## config.mk

```make
export PLATFORM = sky130hd
export DESIGN_NAME = bin2bcd_seq
export DESIGN_NICKNAME = d
export VERILOG_FILES = /design/src/rtl/bin2bcd_seq.sv
export SDC_FILE = /design/constraint.sdc
export NUM_CORES = 1
export LEC_CHECK = 0
export ABC_AREA = 1
export BUFFER_PORTS_ARGS = -buffer_cell sky130_fd_sc_hd__buf_2
export CAP_MARGIN = 20
export CORE_MARGIN = 1.5
export CORE_UTILIZATION = 55
export DETAILED_ROUTE_END_ITERATION = 12
export PLACE_DENSITY = 0.85
export SLEW_MARGIN = 0
export SYNTH_ARGS = -nofsm -noshare
export SYNTH_HDL_FRONTEND = slang
export SYNTH_SLANG_ARGS = --single-unit
```

## constraint.sdc

```tcl
create_clock -name clk -period 1.5 [get_ports clk]
set_clock_uncertainty 0.1 [all_clocks]
set_input_delay 0.3 -clock clk [delete_from_list [all_inputs] [get_ports clk]]
set_output_delay 0.3 -clock clk [all_outputs]
set_load 0.02 [all_outputs]
```

## src/rtl/bin2bcd_seq.sv

```systemverilog
// Iterative binary-to-BCD converter (shift-add-3) with a valid/ready input,
// a one-cycle result pulse and an out-of-range flag.
module bin2bcd_seq #(
    parameter int unsigned BIN_W   = 6,
    parameter int unsigned DIGITS  = 2,
    parameter int unsigned MAX_VAL = 59
) (
    input  logic                  clk,
    input  logic                  reset_,
    input  logic                  in_valid,
    input  logic [BIN_W-1:0]      bin_in,
    output logic                  in_ready,
    output logic                  out_valid,
    output logic [4*DIGITS-1:0]   bcd,
    output logic                  ovf
);

    localparam int unsigned BCD_W = 4 * DIGITS;
    localparam int unsigned CAT_W = BCD_W + BIN_W;
    localparam int unsigned CNT_W = (BIN_W > 1) ? $clog2(BIN_W) : 1;
    localparam logic [CNT_W-1:0] CNT_LAST = CNT_W'(BIN_W - 1);
    localparam longint unsigned BIN_LIM = (64'd1 << BIN_W) - 64'd1;
    localparam longint unsigned DEC_LIM = 64'(10 ** DIGITS) - 64'd1;

    localparam logic [0:0] ST_IDLE = 1'b0;
    localparam logic [0:0] ST_CONV = 1'b1;

    generate
        if (BIN_W < 1 || BIN_W > 16) begin : g_bad_bin_w
            $error("bin2bcd_seq: BIN_W out of range 1..16");
        end
        if (DIGITS < 1 || DIGITS > 5) begin : g_bad_digits
            $error("bin2bcd_seq: DIGITS out of range 1..5");
        end
        if (64'(MAX_VAL) > BIN_LIM || 64'(MAX_VAL) > DEC_LIM) begin : g_bad_max
            $error("bin2bcd_seq: MAX_VAL not representable in BIN_W bits or DIGITS digits");
        end
    endgenerate

    logic [0:0]       state_q,  state_d;
    logic [BIN_W-1:0] shift_q,  shift_d;
    logic [BCD_W-1:0] scr_q,    scr_d;
    logic [CNT_W-1:0] cnt_q,    cnt_d;
    logic             range_q,  range_d;
    logic [BCD_W-1:0] bcd_q,    bcd_d;
    logic             ovf_q,    ovf_d;
    logic             vld_q,    vld_d;

    logic [BCD_W-1:0] adj;
    logic [CAT_W-1:0] cat;
    logic [3:0]       nib;

    always_comb begin
        adj = '0;
        nib = '0;
        for (int unsigned k = 0; k < DIGITS; k++) begin
            nib = scr_q[4*k +: 4];
            adj[4*k +: 4] = (nib >= 4'd5) ? nib + 4'd3 : nib;
        end
        // The top scratch bit falls off here; MAX_VAL bounds keep it zero.
        cat = {adj, shift_q} << 1;
    end

    always_comb begin
        state_d = state_q;
        shift_d = shift_q;
        scr_d   = scr_q;
        cnt_d   = cnt_q;
        range_d = range_q;
        bcd_d   = bcd_q;
        ovf_d   = ovf_q;
        vld_d   = 1'b0;
        case (state_q)
            ST_IDLE: begin
                if (in_valid) begin
                    state_d = ST_CONV;
                    shift_d = bin_in;
                    scr_d   = '0;
                    cnt_d   = '0;
                    range_d = (32'(bin_in) > MAX_VAL);
                end
            end
            ST_CONV: begin
                scr_d   = cat[CAT_W-1:BIN_W];
                shift_d = cat[BIN_W-1:0];
                cnt_d   = cnt_q + 1'b1;
                if (cnt_q == CNT_LAST) begin
                    state_d = ST_IDLE;
                    cnt_d   = '0;
                    vld_d   = 1'b1;
                    ovf_d   = range_q;
                    if (!range_q) begin
                        bcd_d = cat[CAT_W-1:BIN_W];
                    end
                end
            end
            default: state_d = ST_IDLE;
        endcase
    end

    always_ff @(posedge clk or negedge reset_) begin
        if (!reset_) begin
            state_q <= ST_IDLE;
            shift_q <= '0;
            scr_q   <= '0;
            cnt_q   <= '0;
            range_q <= 1'b0;
            bcd_q   <= '0;
            ovf_q   <= 1'b0;
            vld_q   <= 1'b0;
        end else begin
            state_q <= state_d;
            shift_q <= shift_d;
            scr_q   <= scr_d;
            cnt_q   <= cnt_d;
            range_q <= range_d;
            bcd_q   <= bcd_d;
            ovf_q   <= ovf_d;
            vld_q   <= vld_d;
        end
    end

    assign in_ready  = (state_q == ST_IDLE);
    assign out_valid = vld_q;
    assign bcd       = bcd_q;
    assign ovf       = ovf_q;

endmodule

```

==> metrics.cfg, run 1 <==
[cts]
clkLatencyLatePin_ns = 0.32
cts-htree-levels = 2
tritoncts = built
cts_root_buf = clkbuf_4
cts.sinks = 29
cts_buffers = 5
clkTransAtPathRegs_ns = 0.09
clockBufferDepth = 2

[critical_path]
cp-start-kind = flip-flop
rr_startpoint = scr_q[4]
crit_required_ns = 1.10
worstPathMaxFanout = 6
end_kind = primary output
startpoint = state_q
worstSetupPathType = reg -> out
arrival_ns = 1.03

[floorplanning]
dieArea_um2 = 2780
rows = 17
io_pins = 20
core-area_um2 = 2280
start_util_pct = 59.7
die_x_um = 52.7
dieHeight_um = 52.7

[placed_design]
place_ws_ns = 0.113
hpwl_mm = 1.89
place.gp.congestion = 0.950
portBuffers = 19

[power_and_ir_drop]
p_leak_uw = 0.000870
p_total_uw = 3570
power_density_nw_per_um2 = 2230
vdd_drop_max_mv = 1.19

[finish]
nets = 203
synthToLayoutAreaGrowth_pct = 17.6
antenna_cells = 0
fillers = 187
drive_gt1_share_pct = 22.5

[global_route]
grt_max_degree = 30
gr-total-overflow = 0
globalRouteTotalUtil_pct = 23.6
grt_pass1_vias = 1143
grt_pass1_wl_mm = 4.69
antenna_found_initial = 0

[timing]
fin_crit_ns = 1.43
max_slew.worst_pin.slew_ns = 0.354
maxSlewHeadroom_pct = 76.4
maxSlewViolCount = 0
worst_slack_ns = 0.0708
hold_viol = 0
fin_crit_sh_pct = 95.3
fmax_mhz = 700
fin_tns_setup_ns = 0
setup_viol = 0

[logic_synthesis]
synth_area_um2 = 1360
avgSynthCellArea_um2 = 8.49
synth_nets = 173
ys_seq_area_share_pct = 53.4
ys_ff_latch = 29
yosysWarnings = 0
synth.distinct_cells = 23
netlist_instances = 160

[routing]
first_iter_violations = 29
wl_mm = 2.62
ant_nets = 0
post_drt_via_cell_ratio = 5.32
drc = 0
firstDrtPassIters = 4
vias = 1164
wl_per_cell_um = 12.0

[min_path]
hp-start = bin_in[0]
hp-class = in -> reg

[run_status]
outcome = finished, final reports clean

[flow_run]
cap_viol_max_count = 0

[Yosys cell counts]
library cell   n  area share [%]
nand2_1       59              16
dfrtp_1       29              53
inv_1         16             4.4
nand3_1       15             5.5
o21ai_0        8             2.9
nor2_1         5             1.4
ha_1           4             3.7
o22ai_1        4             1.8
inv_2          3            0.83
a21oi_1        2            0.74
nand2_2        2            0.92
nand4_1        2            0.92
a22oi_1        1            0.55
buf_2          1            0.37
inv_4          1            0.46
nand2_4        1            0.83
nand3_2        1            0.74
nor2_2         1            0.46
nor2_8         1             1.5
o211ai_1       1            0.55
o21ai_1        1            0.37
o21ai_2        1            0.64
xnor2_1        1            0.64
[stage by stage]
step / std cells / hold WS (ns) / cell area, um2 / util [%]
CTS: 218 / 0.0914 / 1590 / 69.8
floorplan: 160 / -0.0956 / 1360 / -
global route: 219 / 0.109 / 1600 / 70.2
detailed placement: 208 / 0.221 / 1500 / 65.9
global placement: 208 / 0.218 / 1500 / 65.9
finish: 219 / 0.0979 / 1600 / 70.2
[flip-flops by register name, summed over array words and instances (netlist names)]
name,flops
cnt_q,3
bcd,8
shift_q,6
ovf,1
state_q,1
scr_q,8
range_q,1
out_valid,1
[what timing repair did]
item / in CTS / in global routing
resized for setup: 1 / 1
endpoints found under the hold margin: 29 / 0
hold buffers: 1 / 0
buffers inserted: 1 / 1
setup endpoints to repair: 1 / 3
[cells in the final DEF, fill, tap and decap left out, types with 2 or more instances in the layout]
master,instances
nand2_1,59
dfrtp_1,28
buf_2,18
inv_1,16
nand3_1,15
o21ai_0,8
nor2_1,5
clkbuf_4,5
buf_4,5
o22ai_1,4
ha_1,4
inv_2,3
nand2_2,2
a21oi_1,2
nand4_1,2
clkbuf_8,2
[kinds of logic (layout without fill, tap and decap cells)]
logic type               after synthesis  after routing  synth area share [%]
adder cells (fa/ha/maj)                4              4                  3.68
AO/OA/AOI/OAI                         18             18                  7.64
AND/OR/NAND/NOR                       87             87                  28.5
buffers and inverters                 21             52                  6.08
XOR/XNOR                               1              1                 0.645
flip-flops                            29             29                  53.4
[area by class of cell]
| class | instances | area, um2 | area share (%) |
|---|---|---|---|
| sequential | 29 | 727 | 45.5 |
| multi-input combinational | 110 | 551 | 34.5 |
| timing repair buffer | 24 | 138 | 8.61 |
| inverter | 20 | 77.6 | 4.86 |
| clock buffer | 7 | 65.1 | 4.07 |
| tap | 28 | 35.0 | 2.19 |
| clock inverter | 1 | 5.00 | 0.313 |
[per-layer routing]
| layer | share of wire (%) | track usage (%) | vias up |
|---|---|---|---|
| met5 | 0 | 0 | - |
| met4 | 1.7 | 13.7 | 0 |
| met3 | 5.3 | 6.00 | 6 |
| met2 | 49 | 38.5 | 47 |
| met1 | 44 | 27.9 | 538 |
| li1 | - | - | 573 |
[critical path: stages, from the launching register on]
cell,delay [ns]
dfrtp_2,0.42
inv_2,0.13
buf_4,0.16
[where the power goes]
part	leakage (uW)	total, uW	switching, uW	internal, uW
Sequential	0.000367	1350	221	1130
Clock	0.0000413	529	258	271
Combinational	0.000462	1690	1090	605
Total	0.000870	3570	1560	2000
[final timing paths]
kind,end,slack (ns),depth (start not counted)
max in group asynchronous,state_q,0.61,3
min,shift_q[0],0.1,3
max reg2reg,scr_q[7],0.11,7
min in group asynchronous,bcd[0],0.40,3
min reg2reg,bcd[3],0.38,2
max,in_ready,0.07,2
(Power assumes the default switching activity.)
==> inputs of run 2 (changes only) <==
Clock period 1.5 ns to 1.55 ns, I/O delays scaled along.
==> metrics.cfg, run 2 (synthesis gave the netlist of run 1 again) <==
[finish]
nets = 201
final_common_cell = nand2_1
antenna_cells = 0
fin_util_pct = 70.1
fillers = 172
synthToLayoutAreaGrowth_pct = 17.4
drive_gt1_share_pct = 21.2
seqCellArea_um2 = 727
multi_input_area_um2 = 551
most-common-layout-cells = nand2_1, dfrtp_1, buf_2

[cts]
cts_buffers = 5
clockBufferDepth = 2
cts_root_buf = clkbuf_4
clkTransAtPathRegs_ns = 0.10
clkLatencyLatePin_ns = 0.33
cts.sinks = 29
tritoncts = built
cts-htree-levels = 2

[routing]
vias = 1146
wl_mm = 2.67
post_drt_via_cell_ratio = 5.28
ant_nets = 0
drc = 0
wl_per_cell_um = 12.3
first_iter_violations = 30
firstDrtPassIters = 4

[placed_design]
portBuffers = 19
hpwl_mm = 1.91
place_ws_ns = 0.181
place.gp.congestion = 0.949

[timing]
fmax_mhz = 677
fin_tns_setup_ns = 0
fin_crit_ns = 1.48
maxSlewViolCount = 0
fin_crit_sh_pct = 95.3
rsz0062_at_grt = no
max_slew.worst_pin.slew_ns = 0.630
hold_viol = 0
setup_viol = 0
maxSlewHeadroom_pct = 58.0
worst_slack_ns = 0.0726

[global_route]
globalRouteTotalUtil_pct = 23.8
gr-total-overflow = 0
grt_pass1_wl_mm = 4.57
grt_pass1_vias = 1121
grt_max_degree = 30
antenna_found_initial = 0

[floorplanning]
core-area_um2 = 2280
dieArea_um2 = 2780
io_pins = 20
rows = 17
die_x_um = 52.7
start_util_pct = 59.7
dieHeight_um = 52.7

[critical_path]
end_kind = primary output
cp_top_family = flip-flops
path_buf_inv = 2
worstPathMaxFanout = 6
crit_required_ns = 1.14
arrival_ns = 1.07
crit_path_top_delay_cell = dfrtp_2
slowest_delay_ns = 0.42
crit_chain = inv_2 > buf_2
cp-start-kind = flip-flop
worstSetupPathType = reg -> out

[min_path]
hp-class = in -> reg

[power_and_ir_drop]
vdd_drop_max_mv = 1.37
p_leak_uw = 0.000864
power_density_nw_per_um2 = 2230

[flow_run]
cap_viol_max_count = 0

[run_status]
outcome = finished, final reports clean

## run 2: changes by cell type in the layout (fill, tap and decap cells not counted), sizes merged
cell,before,now
buf,23,21
bufinv,0,1
clkinv,1,0
## run 2: timing repair
item | CTS | global route
resized for setup | 1 | 0
hold buffers | 1 | 0
endpoints found under the hold margin | 29 | 0
endpoints found under the setup margin | 1 | 0
buffers inserted | 1 | 0
## run 2: cell type report
cell class | count | area share [%]
Clock buffer | 7 | 3.45
Clock inverter | 1 | 1.88
Inverter | 20 | 4.86
Multi-Input combinational cell | 110 | 34.5
Sequential cell | 29 | 45.6
Tap cell | 28 | 2.20
Timing Repair Buffer | 22 | 7.53
## run 2: worst register-to-register path: cells and delay by family (launching register included)
family | cells | cell delay [ns]
simple gates | 5 | 0.45
flops | 1 | 0.42
fa+ha+maj | 1 | 0.22
buf+inv | 1 | 0.12
## run 2: power by group
group          internal [uW]  switching [uW]
Combinational            562            1040
Clock                    385             275
Sequential              1090             213
Total                   2040            1530
## run 2: path summary, 6_finish.rpt
path / end / depth (start not counted) / slack [ns] / start
setup / recovery: in_ready / 2 / 0.07 / state_q
hold / removal: shift_q[4] / 3 / 0.11 / bin_in[4]
setup reg to reg: scr_q[1] / 7 / 0.15 / scr_q[0]
hold reg to reg: bcd[2] / 2 / 0.38 / bcd[2]
max in group asynchronous: state_q / 2 / 0.49 / reset_
min in group asynchronous: bcd[0] / 2 / 0.41 / reset_
## run 2: through the flow
stage	hold slack (ns)	instance area (um2)	total power, uW	instances
finish	0.106	1600	3560	217
global route	0.122	1600	3860	217
CTS	0.0978	1600	3580	217
detailed placement	0.262	1490	2890	207
global placement	0.257	1490	2790	207
floorplan	-0.0856	1360	2470	160
## run 2: metal layers
| layer | wire [um] | track usage [%] | part of all wire [%] |
|---|---|---|---|
| met1 | 1160 | 26.4 | 44 |
| met2 | 1310 | 39.2 | 49 |
| met4 | 67 | 17.1 | 2.5 |
| met3 | 123 | 6.00 | 4.6 |
| met5 | 0 | 0 | 0 |
